**src/rtl/unified_mem_arbiter.sv**
```systemverilog
// Arbiter sharing one single-port memory between fetch (read-only) and data (read/write) requesters.
// Optional macro UMA_ROUND_ROBIN_EN replaces fixed data-over-fetch priority with a 1-bit round-robin pointer.
module unified_mem_arbiter #(
  parameter int ADDR_W      = 32,
  parameter int DATA_W      = 32,
  parameter int TIMEOUT_CYC = 255
) (
  input  logic                  clk,
  input  logic                  reset,
  input  logic                  f_req,
  input  logic [ADDR_W-1:0]     f_addr,
  output logic [DATA_W-1:0]     f_rdata,
  output logic                  f_valid,
  input  logic                  d_req,
  input  logic                  d_we,
  input  logic [DATA_W/8-1:0]   d_be,
  input  logic [ADDR_W-1:0]     d_addr,
  input  logic [DATA_W-1:0]     d_wdata,
  output logic [DATA_W-1:0]     d_rdata,
  output logic                  d_valid,
  output logic                  stall_F,
  output logic                  stall_M,
  output logic                  m_req,
  output logic                  m_we,
  output logic [DATA_W/8-1:0]   m_be,
  output logic [ADDR_W-1:0]     m_addr,
  output logic [DATA_W-1:0]     m_wdata,
  input  logic                  m_ready,
  input  logic [DATA_W-1:0]     m_rdata,
  output logic                  err
);
  localparam int BE_W  = DATA_W / 8;
  localparam int CNT_W = $clog2(TIMEOUT_CYC + 1);
  localparam logic [CNT_W-1:0] CNT_LAST = CNT_W'(TIMEOUT_CYC - 1);

  typedef enum logic [1:0] {IDLE, F_ACC, D_ACC, RESP} state_t;

  state_t           state;
  logic [CNT_W-1:0] cnt;
  logic             grant_d;

  assign stall_F = f_req & ~f_valid;
  assign stall_M = d_req & ~d_valid;

`ifdef UMA_ROUND_ROBIN_EN
  // rr_d set: data wins a tie (fetch was granted last, or fresh out of reset)
  logic rr_d;
  assign grant_d = d_req & (~f_req | rr_d);

  always_ff @(posedge clk or negedge reset) begin
    if (!reset)                            rr_d <= 1'b1;
    else if (state == IDLE && (d_req | f_req)) rr_d <= ~grant_d;
  end
`else
  assign grant_d = d_req;
`endif

  always_ff @(posedge clk or negedge reset) begin
    if (!reset) begin
      state   <= IDLE;
      cnt     <= '0;
      m_req   <= 1'b0;
      m_we    <= 1'b0;
      m_be    <= '0;
      m_addr  <= '0;
      m_wdata <= '0;
      f_rdata <= '0;
      d_rdata <= '0;
      f_valid <= 1'b0;
      d_valid <= 1'b0;
      err     <= 1'b0;
    end else begin
      f_valid <= 1'b0;
      d_valid <= 1'b0;
      case (state)
        IDLE: begin
          if (d_req | f_req) begin
            m_req   <= 1'b1;
            m_addr  <= grant_d ? d_addr : f_addr;
            m_we    <= grant_d & d_we;
            m_be    <= grant_d ? d_be : BE_W'(0);
            m_wdata <= grant_d ? d_wdata : DATA_W'(0);
            cnt     <= '0;
            state   <= grant_d ? D_ACC : F_ACC;
          end
        end
        F_ACC, D_ACC: begin
          if (m_ready) begin
            if (state == F_ACC)  f_rdata <= m_rdata;
            else if (!m_we)      d_rdata <= m_rdata;
            f_valid <= (state == F_ACC);
            d_valid <= (state == D_ACC);
            m_req   <= 1'b0;
            cnt     <= '0;
            state   <= RESP;
          end else if (cnt == CNT_LAST) begin
            // silent memory: abort, flag it, hand the requester zeros
            if (state == F_ACC) f_rdata <= '0;
            else                d_rdata <= '0;
            f_valid <= (state == F_ACC);
            d_valid <= (state == D_ACC);
            err     <= 1'b1;
            m_req   <= 1'b0;
            cnt     <= '0;
            state   <= RESP;
          end else begin
            cnt <= cnt + 1'b1;
          end
        end
        RESP:    state <= IDLE;
        default: state <= IDLE;
      endcase
    end
  end
endmodule

```
**config.mk**
```make
export PLATFORM = sky130hd
export DESIGN_NAME = unified_mem_arbiter
export DESIGN_NICKNAME = d
export VERILOG_FILES = /design/src/rtl/unified_mem_arbiter.sv
export SDC_FILE = /design/constraint.sdc
export NUM_CORES = 1
export LEC_CHECK = 0
export ABC_AREA = 1
export CAP_MARGIN = 40
export CORE_ASPECT_RATIO = 0.8
export CORE_MARGIN = 2
export CORE_UTILIZATION = 48
export CTS_BUF_LIST = sky130_fd_sc_hd__clkbuf_2 sky130_fd_sc_hd__clkbuf_4 sky130_fd_sc_hd__clkbuf_8
export CTS_CLUSTER_DIAMETER = 100
export DETAILED_ROUTE_END_ITERATION = 7
export PLACE_DENSITY = 0.88
export SETUP_SLACK_MARGIN = 0.1
export SYNTH_ARGS = -nofsm -noshare
export SYNTH_HDL_FRONTEND = slang
export SYNTH_SLANG_ARGS = --single-unit
```
**constraint.sdc**
```tcl
create_clock -name clk -period 4.6 [get_ports clk]
set_clock_uncertainty 0.05 [all_clocks]
set_input_delay 0.46 -clock clk [delete_from_list [all_inputs] [get_ports clk]]
set_output_delay 0.46 -clock clk [all_outputs]
set_load 0.05 [all_outputs]
```
## After elaboration in Yosys (flattened, before gate mapping)

Cells that the tools add are included.
Widths: inputs -> output; s select.

| storage, ports and cells | value |
|---|---|
| register bits | 147 |
| input port bits | 138 |

| cells by class | value |
|---|---|
| add/sub/neg operators | 1 |
| equality and inequality tests | 7 |
| multiplexer cells | 31 |
| bitwise operators | 8 |
| reductions and logical operators | 11 |

Operators with widths:

| kind | number |
|---|---|
| $mux 32 | 11 |
| $mux 8 | 3 |
| $pmux 8 s2 | 1 |
| $mux 1 | 9 |
| $reduce_and 3->1 | 3 |
| $add 8x1->8 const B | 1 |
| $eq 8x8->1 const B | 1 |
| $mux 2 | 4 |
| $pmux 2 s3 | 1 |
| $reduce_and 2->1 | 3 |
| $eq 2x2->1 const B | 2 |
| $mux 4 | 1 |
| $ne 2x2->1 const B | 2 |
| $not 1->1 | 4 |
| $reduce_and 4->1 | 1 |
| $reduce_bool 2->1 | 2 |
| $and 1x1->1 | 3 |
| $ne 3x3->1 const B | 1 |
| $eq 2x1->1 const B | 1 |
| $logic_not 2->1 | 1 |
| $pmux 1 s2 | 1 |
| $reduce_or 2->1 | 1 |
| $or 1x1->1 | 1 |

## Logic depth before layout (Yosys ltp)

Gate-level depths: netlist (run 1).

| depth | value |
|---|---|
| word-level depth | 4 |
| depth in mapped cells | 10 |
| mapped depth without buffers | 9 |

## Worst setup path after synthesis (run 1)

OpenSTA, ideal clock, no wires.

| path | value |
|---|---|
| kind | input to output |
| from | in d_req |
| to | out stall_M |
| arrival | 1.666 ns |
| slack | 2.424 ns |
| stages | 4 |
| path buffers | 2 |
| cells stage by stage | buf_2 -> clkinv_1 -> clkbuf_1 -> nor2_1 |

| on the way | value |
|---|---|
| word-level cells in the longest chain between the ends | 1 |

RTL lines:

| what | line | source |
|---|---|---|
| start: declaration | 14 | `input logic d_req,` |
| $and 1x1->1 | 43 | `assign stall_M = d_req & ~d_valid;` |
| end: declaration | 22 | `output logic stall_M,` |

No other way between the ends.

## Worst setup path after layout (run 1)

| path | value |
|---|---|
| from | in f_req |
| to | out stall_F |

| on the way | value |
|---|---|
| word-level cells in the longest chain between the ends | 1 |

RTL lines:

| what | line | source |
|---|---|---|
| start: declaration | 10 | `input logic f_req,` |
| $and 1x1->1 | 42 | `assign stall_F = f_req & ~f_valid;` |
| end: declaration | 21 | `output logic stall_F,` |

No other way between the ends.

==> results.py, run 1 <==
metrics = {
    "clock_network": {
        "ctsLongestPathBuffers": 2,
        "clkLatencyLatePin_ns": 0.43,
        "clk_pin_slew_ns": 0.07,
        "clockRootBuffer": "clkbuf_8",
        "cts_max_level": 4,
        "cts_sinks": 147,
        "numCtsBuffers": 17,
        "cts_tree": "yes",
    },
    "final_layout": {
        "syn_to_final_growth_pct": 48.3,
        "layout.nets": 1194,
        "fin_cells": 1243,
        "final_core_util": 0.729,
        "fillers": 1075,
        "post_route_cells_drive_above_1_share": 0.0518,
    },
    "sta": {
        "tns_ns": 0,
        "clock.fmax_mhz": 392,
        "finalCritPeriodShare": 0.554,
        "rsz0062_at_grt": "no",
        "maxSlewHeadroom": 0.527,
        "finalHoldViolations": 0,
        "setup_violations": 0,
        "report.final.slew_viol_count": 0,
        "period_minus_slack_ns": 2.55,
        "worst_slew_pin_slew_ns": 0.710,
    },
    "routing": {
        "avgRoutedWirePerCell_um": 16.7,
        "drc": 0,
        "via_count": 6441,
        "dr.pass1.iters": 7,
        "drtIter0Drc": 549,
        "ant_nets": 0,
        "top_layer": "met4",
        "wl_mm": 20.7,
        "wl_met1_mm": 8.58,
        "wl_met2_mm": 10.1,
        "vias_per_cell": 5.18,
        "wl_met3_mm": 1.57,
    },
    "worst_setup_path": {
        "worstPathArrival_ns": 2.04,
        "crit_type": "in -> out",
        "cp-end-kind": "output pin",
        "ff2ff_setup_slack_ns": 2.08,
        "crit_fanout": 3,
        "crit_required_ns": 4.09,
        "startpoint_type": "input pin",
    },
    "logic_synthesis": {
        "yosysWarningCount": 0,
        "synthSimpleGateAreaFrac": 0.320,
        "ys_ff_latch": 147,
        "synth-xor-area-share": 0,
        "synth_fa_ha_area_frac": 0.0113,
        "syn_area_per_cell_sq_um": 8.32,
        "synth_compound_area_frac": 0.0400,
        "synth_area_sq_mm": 0.00667,
        "syn_inst": 801,
        "synth_top_family_by_area": "simple AND/OR/NAND/NOR gates",
        "synth.distinct_cells": 26,
        "yosysSeqAreaShare": 0.552,
        "syn-num-nets": 945,
        "synthMuxAreaShare": 0,
    },
    "placed_design": {
        "place_inst": 1210,
        "gp_congestion": 0.896,
        "portBuffers": 276,
        "place_hpwl_mm": 14.2,
    },
    "power": {
        "leakage_nw": 4.76,
        "p_per_area_mw_per_mm2": 823,
        "peakVddDrop_uv": 464,
    },
    "min_path": {
        "hold_class": "reg -> reg",
    },
    "global_route": {
        "grt_overflow_total": 0,
        "grt_max_degree": 74,
        "antenna_found_initial": 1,
        "grt_pass1_vias": 6128,
        "grt_pass1_wl_mm": 32.4,
        "grt.total_usage": 0.283,
    },
    "status": {
        "outcome": "finished clean",
    },
    "floorplan": {
        "rows": 38,
        "ios": 277,
        "placeableCoreArea_sq_mm": 0.0136,
        "initial_core_util": 0.492,
        "fp.dieArea_sq_mm": 0.0148,
        "fp.dieW_um": 136,
        "die-height_um": 109,
    },
    "flow_run": {
        "maxCapViolations": 0,
    },
}
## cells by family (layout without fill, tap and decap cells)
kind of cell | Yosys count | after routing
other | 0 | 1
and+or+nand+nor | 498 | 498
DFF | 147 | 147
AOI/OAI and AO/OA | 43 | 43
buffers and inverters | 107 | 368
adders and majority gates | 6 | 6
## sequential cells by signal, summed over array words and instances (netlist names), 2 cells and up
register	flops
d_rdata	32
f_rdata	32
m_addr	32
m_wdata	32
cnt	8
m_be	4
state	2
## cells in the final DEF, fill, tap and decap left out, types with 2 or more instances in the layout
master             n
a31oi_1           32
nand2_1          331
ha_1               5
nor2_1            52
clkdlybuf4s50_1  273
clkinvlp_4         2
inv_1             32
clkbuf_8          17
o21ai_0            6
bufinv_16          5
clkinv_4           3
nand4_1           67
a21oi_1            2
nand3_1           41
buf_4              9
clkinv_1          16
inv_2              2
inv_6              4
dfrtp_1          147
buf_2              2
nand3_4            2
## area by class of cell
type	count	area [sq um]	area share
clock buffers	17	234	0.0237
repair buffers	287	2850	0.288
diodes	1	2.50	0.000253
well taps	180	225	0.0228
clock inverters	14	226	0.0229
flip-flops and latches	147	3680	0.372
multi-input cells	547	2480	0.251
inverters	50	188	0.0190
## cell usage after synthesis
library cell | count | share of area
nand2_2 | 1 | 0.00094
buf_4 | 9 | 0.010
buf_2 | 24 | 0.018
nand3_4 | 2 | 0.0053
clkinv_1 | 16 | 0.0090
dfrtp_1 | 147 | 0.55
nand4_1 | 67 | 0.063
o21ai_2 | 1 | 0.0013
clkbuf_1 | 17 | 0.0096
inv_2 | 2 | 0.0011
nand2_4 | 1 | 0.0017
ha_1 | 6 | 0.011
inv_1 | 32 | 0.018
buf_1 | 1 | 0.00056
a21oi_1 | 2 | 0.0015
and3_1 | 1 | 0.00094
nand2_1 | 331 | 0.19
a21oi_2 | 1 | 0.0013
nand3b_1 | 1 | 0.0011
a31oi_1 | 32 | 0.030
nand3_1 | 41 | 0.031
nor2_2 | 1 | 0.00094
a31o_2 | 1 | 0.0013
o21ai_0 | 6 | 0.0045
buf_6 | 6 | 0.010
nor2_1 | 52 | 0.029
## where the power goes
| group | total, mW | switching [mW] | internal, mW |
|---|---|---|---|
| sequential | 2.20 | 0.339 | 1.86 |
| combinational | 4.77 | 3.34 | 1.43 |
| clock | 1.16 | 0.513 | 0.652 |
| total | 8.14 | 4.19 | 3.95 |
## metrics by stage
stage               hold WS, ns  worst slack, ns  total power [mW]  instance area, sq um
global route              0.423             1.92              8.55                  9880
global placement          0.403             1.75              6.85                  9390
finish                    0.423             2.05              8.14                  9880
floorplan                 0.114             2.42              5.37                  6670
detailed placement        0.407             1.91              6.97                  9410
CTS                       0.412             2.06              8.16                  9880
## metal layers
layer  vias up  track usage
met2       281        0.469
li1       3082            -
met5         -            0
met1      3035        0.368
met3        43       0.0609
met4         0        0.106
## worst paths after layout
path,to,start,cells after the start
max,stall_F,f_req,4
min,d_rdata[0]$_DFFE_PN0P_,d_rdata[0]$_DFFE_PN0P_,2
max reg2reg,m_addr[9]$_DFFE_PN0P_,state[1]$_DFFE_PN0P_,8
min reg2reg,d_rdata[0]$_DFFE_PN0P_,d_rdata[0]$_DFFE_PN0P_,2
max in group asynchronous,d_rdata[0]$_DFFE_PN0P_,reset,3
min in group asynchronous,f_rdata[6]$_DFFE_PN0P_,reset,2
## critical path: stages
cell and delay [ns]:
clkdlybuf4s50_1 0.57, inv_1 0.06, nor2_1 0.12, clkdlybuf4s50_1 0.83
## repair_timing
item,CTS,global route
resized for setup,0,0
buffers inserted,0,0
hold buffers,1,0
hold endpoints to repair,34,0
Note: power is estimated with default switching activity, not from simulation.
==> inputs of run 2 (changes only) <==
- CORE_UTILIZATION: 48 -> 44
- PLACE_DENSITY: 0.88 -> 0.82
- clock period: 4.6 -> 2.4 ns (I/O delays scaled with it)
==> run 2 against run 1 <==
Net effect:
- global-route usage is 2.9 points lower
- critical path depth decreased by 3
- worst setup slack got worse by 1.7 ns
- register-to-register slack worse by 1.5 ns
- critical endpoint is now m_we
- wire length decreased by 4.0%
- clock-buffer cell count rose by 3
- combinational power increased by 92%
- power is 88% higher
- die area rose by 8.8%
- sequential power up 91%
==> results.py, run 2 (synthesis results as in run 1) <==
metrics = {
    "clock_network": {
        "cts_sinks": 147,
        "clkLatencyLatePin_ns": 0.44,
        "cts_max_level": 4,
        "numCtsBuffers": 17,
        "clockRootBuffer": "clkbuf_8",
        "cts_tree": "yes",
        "cts_resized": 0,
        "post_cts_buffers": 0,
        "ctsLongestPathBuffers": 2,
        "clk_pin_slew_ns": 0.08,
    },
    "placed_design": {
        "dpl_cell_area_sq_mm": 0.00950,
        "portBuffers": 276,
        "place_hpwl_mm": 14.0,
        "gp_congestion": 0.855,
        "dp_slack_ns": 0.558,
    },
    "routing": {
        "via_count": 6418,
        "dr.pass1.iters": 5,
        "ant_nets": 0,
        "drtIter0Drc": 452,
        "vias_per_cell": 5.12,
        "drc": 0,
        "avgRoutedWirePerCell_um": 15.9,
        "wl_mm": 19.9,
    },
    "global_route": {
        "use_met3": 0.0694,
        "busiest_layer": "met2",
        "grt_pass1_vias": 6201,
        "grt_pass1_wl_mm": 32.3,
        "antenna_found_initial": 0,
        "grt_use_met2": 0.400,
        "grt_use_met1": 0.337,
        "grt_overflow_total": 0,
        "grt.total_usage": 0.254,
        "grt_max_degree": 69,
    },
    "sta": {
        "report.final.slew_viol_count": 0,
        "tns_ns": 0,
        "setup_slack_ns": 0.389,
        "finalCritPeriodShare": 0.838,
        "worst_slew_pin_slew_ns": 0.638,
        "period_minus_slack_ns": 2.01,
        "rsz0062_at_grt": "no",
        "maxSlewHeadroom": 0.574,
        "clock.fmax_mhz": 497,
        "hold_ws_ns": 0.191,
        "setup_violations": 0,
        "finalHoldViolations": 0,
    },
    "worst_setup_path": {
        "worstPathArrival_ns": 1.72,
        "ff2ff_setup_slack_ns": 0.54,
        "critical-path-max-stage-delay_ns": 0.88,
        "reg2regPathDepth": 9,
        "startpoint_type": "flop",
        "path_buf_inv": 1,
        "worst-path-stages": 1,
        "slowest_stage": "clkdlybuf4s50_1",
        "crit_required_ns": 2.11,
        "crit_type": "reg -> out",
        "crit_fanout": 3,
        "crit_path_cell_trace": "clkdlybuf4s50_1",
        "cp-end-kind": "output pin",
        "cp_top_family": "buffers and inverters",
    },
    "final_layout": {
        "final_area_sq_mm": 0.00989,
        "final_core_util": 0.663,
        "mostFrequentLayoutCells": "331 x nand2_1, 271 x clkdlybuf4s50_1, 147 x dfrtp_1, 67 x nand4_1, 52 x nor2_1",
        "syn_to_final_growth_pct": 48.4,
        "final_common_cell": "nand2_1",
        "post_route_cells_drive_above_1_share": 0.0563,
        "layout.nets": 1198,
        "num_antenna_cells": 0,
    },
    "min_path": {
        "hold_class": "in -> reg",
        "hold_depth": 3,
    },
    "power": {
        "peakVddDrop_uv": 924,
        "leakage_nw": 4.77,
        "p_per_area_mw_per_mm2": 1540,
    },
    "floorplan": {
        "fp.dieArea_sq_mm": 0.0162,
        "initial_core_util": 0.447,
        "fp.dieW_um": 142,
        "die-height_um": 114,
        "placeableCoreArea_sq_mm": 0.0149,
        "ios": 277,
        "rows": 40,
    },
    "flow_run": {
        "maxCapViolations": 0,
    },
    "status": {
        "outcome": "finished clean",
    },
}
## run 2: per-stage QoR
| stage | power, mW | cells |
|---|---|---|
| floorplan | 10.3 | 801 |
| global placement | 13.3 | 1223 |
| detailed placement | 13.4 | 1223 |
| CTS | 15.3 | 1254 |
| global route | 16.1 | 1254 |
| finish | 15.3 | 1254 |
## run 2: routing by layer
metal,vias up,share of wire
met3,40,0.082
met2,298,0.46
met5,-,0
met1,2985,0.43
met4,0,0.027
li1,3095,-
## run 2: repair_timing
action / CTS / global route
endpoints found under the hold margin: 66 / 0
hold buffers: 1 / 0
endpoints found under the setup margin: 0 / 0
## run 2: path summary, 6_finish.rpt
kind	from	to
max	m_we$_DFFE_PN0P_	m_we
min	d_req	m_addr[6]$_DFFE_PN0P_
max reg2reg	cnt[0]$_DFFE_PN0P_	f_rdata[13]$_DFFE_PN0P_
min reg2reg	f_rdata[14]$_DFFE_PN0P_	f_rdata[14]$_DFFE_PN0P_
max in group asynchronous	reset	m_addr[17]$_DFFE_PN0P_
min in group asynchronous	reset	f_rdata[9]$_DFFE_PN0P_
## run 2: report_power, final
part	internal, mW	switching [mW]
registers	3.57	0.636
clock network	0.987	0.911
logic	2.80	6.37
total	7.35	7.91
## run 2: cell type report
type	count	area, sq um
Clock buffer	20	275
Tap cell	189	236
Timing Repair Buffer	291	2930
Fill cell	1240	5020
Multi-Input combinational cell	547	2480
Clock inverter	10	109
Inverter	50	188
Sequential cell	147	3680
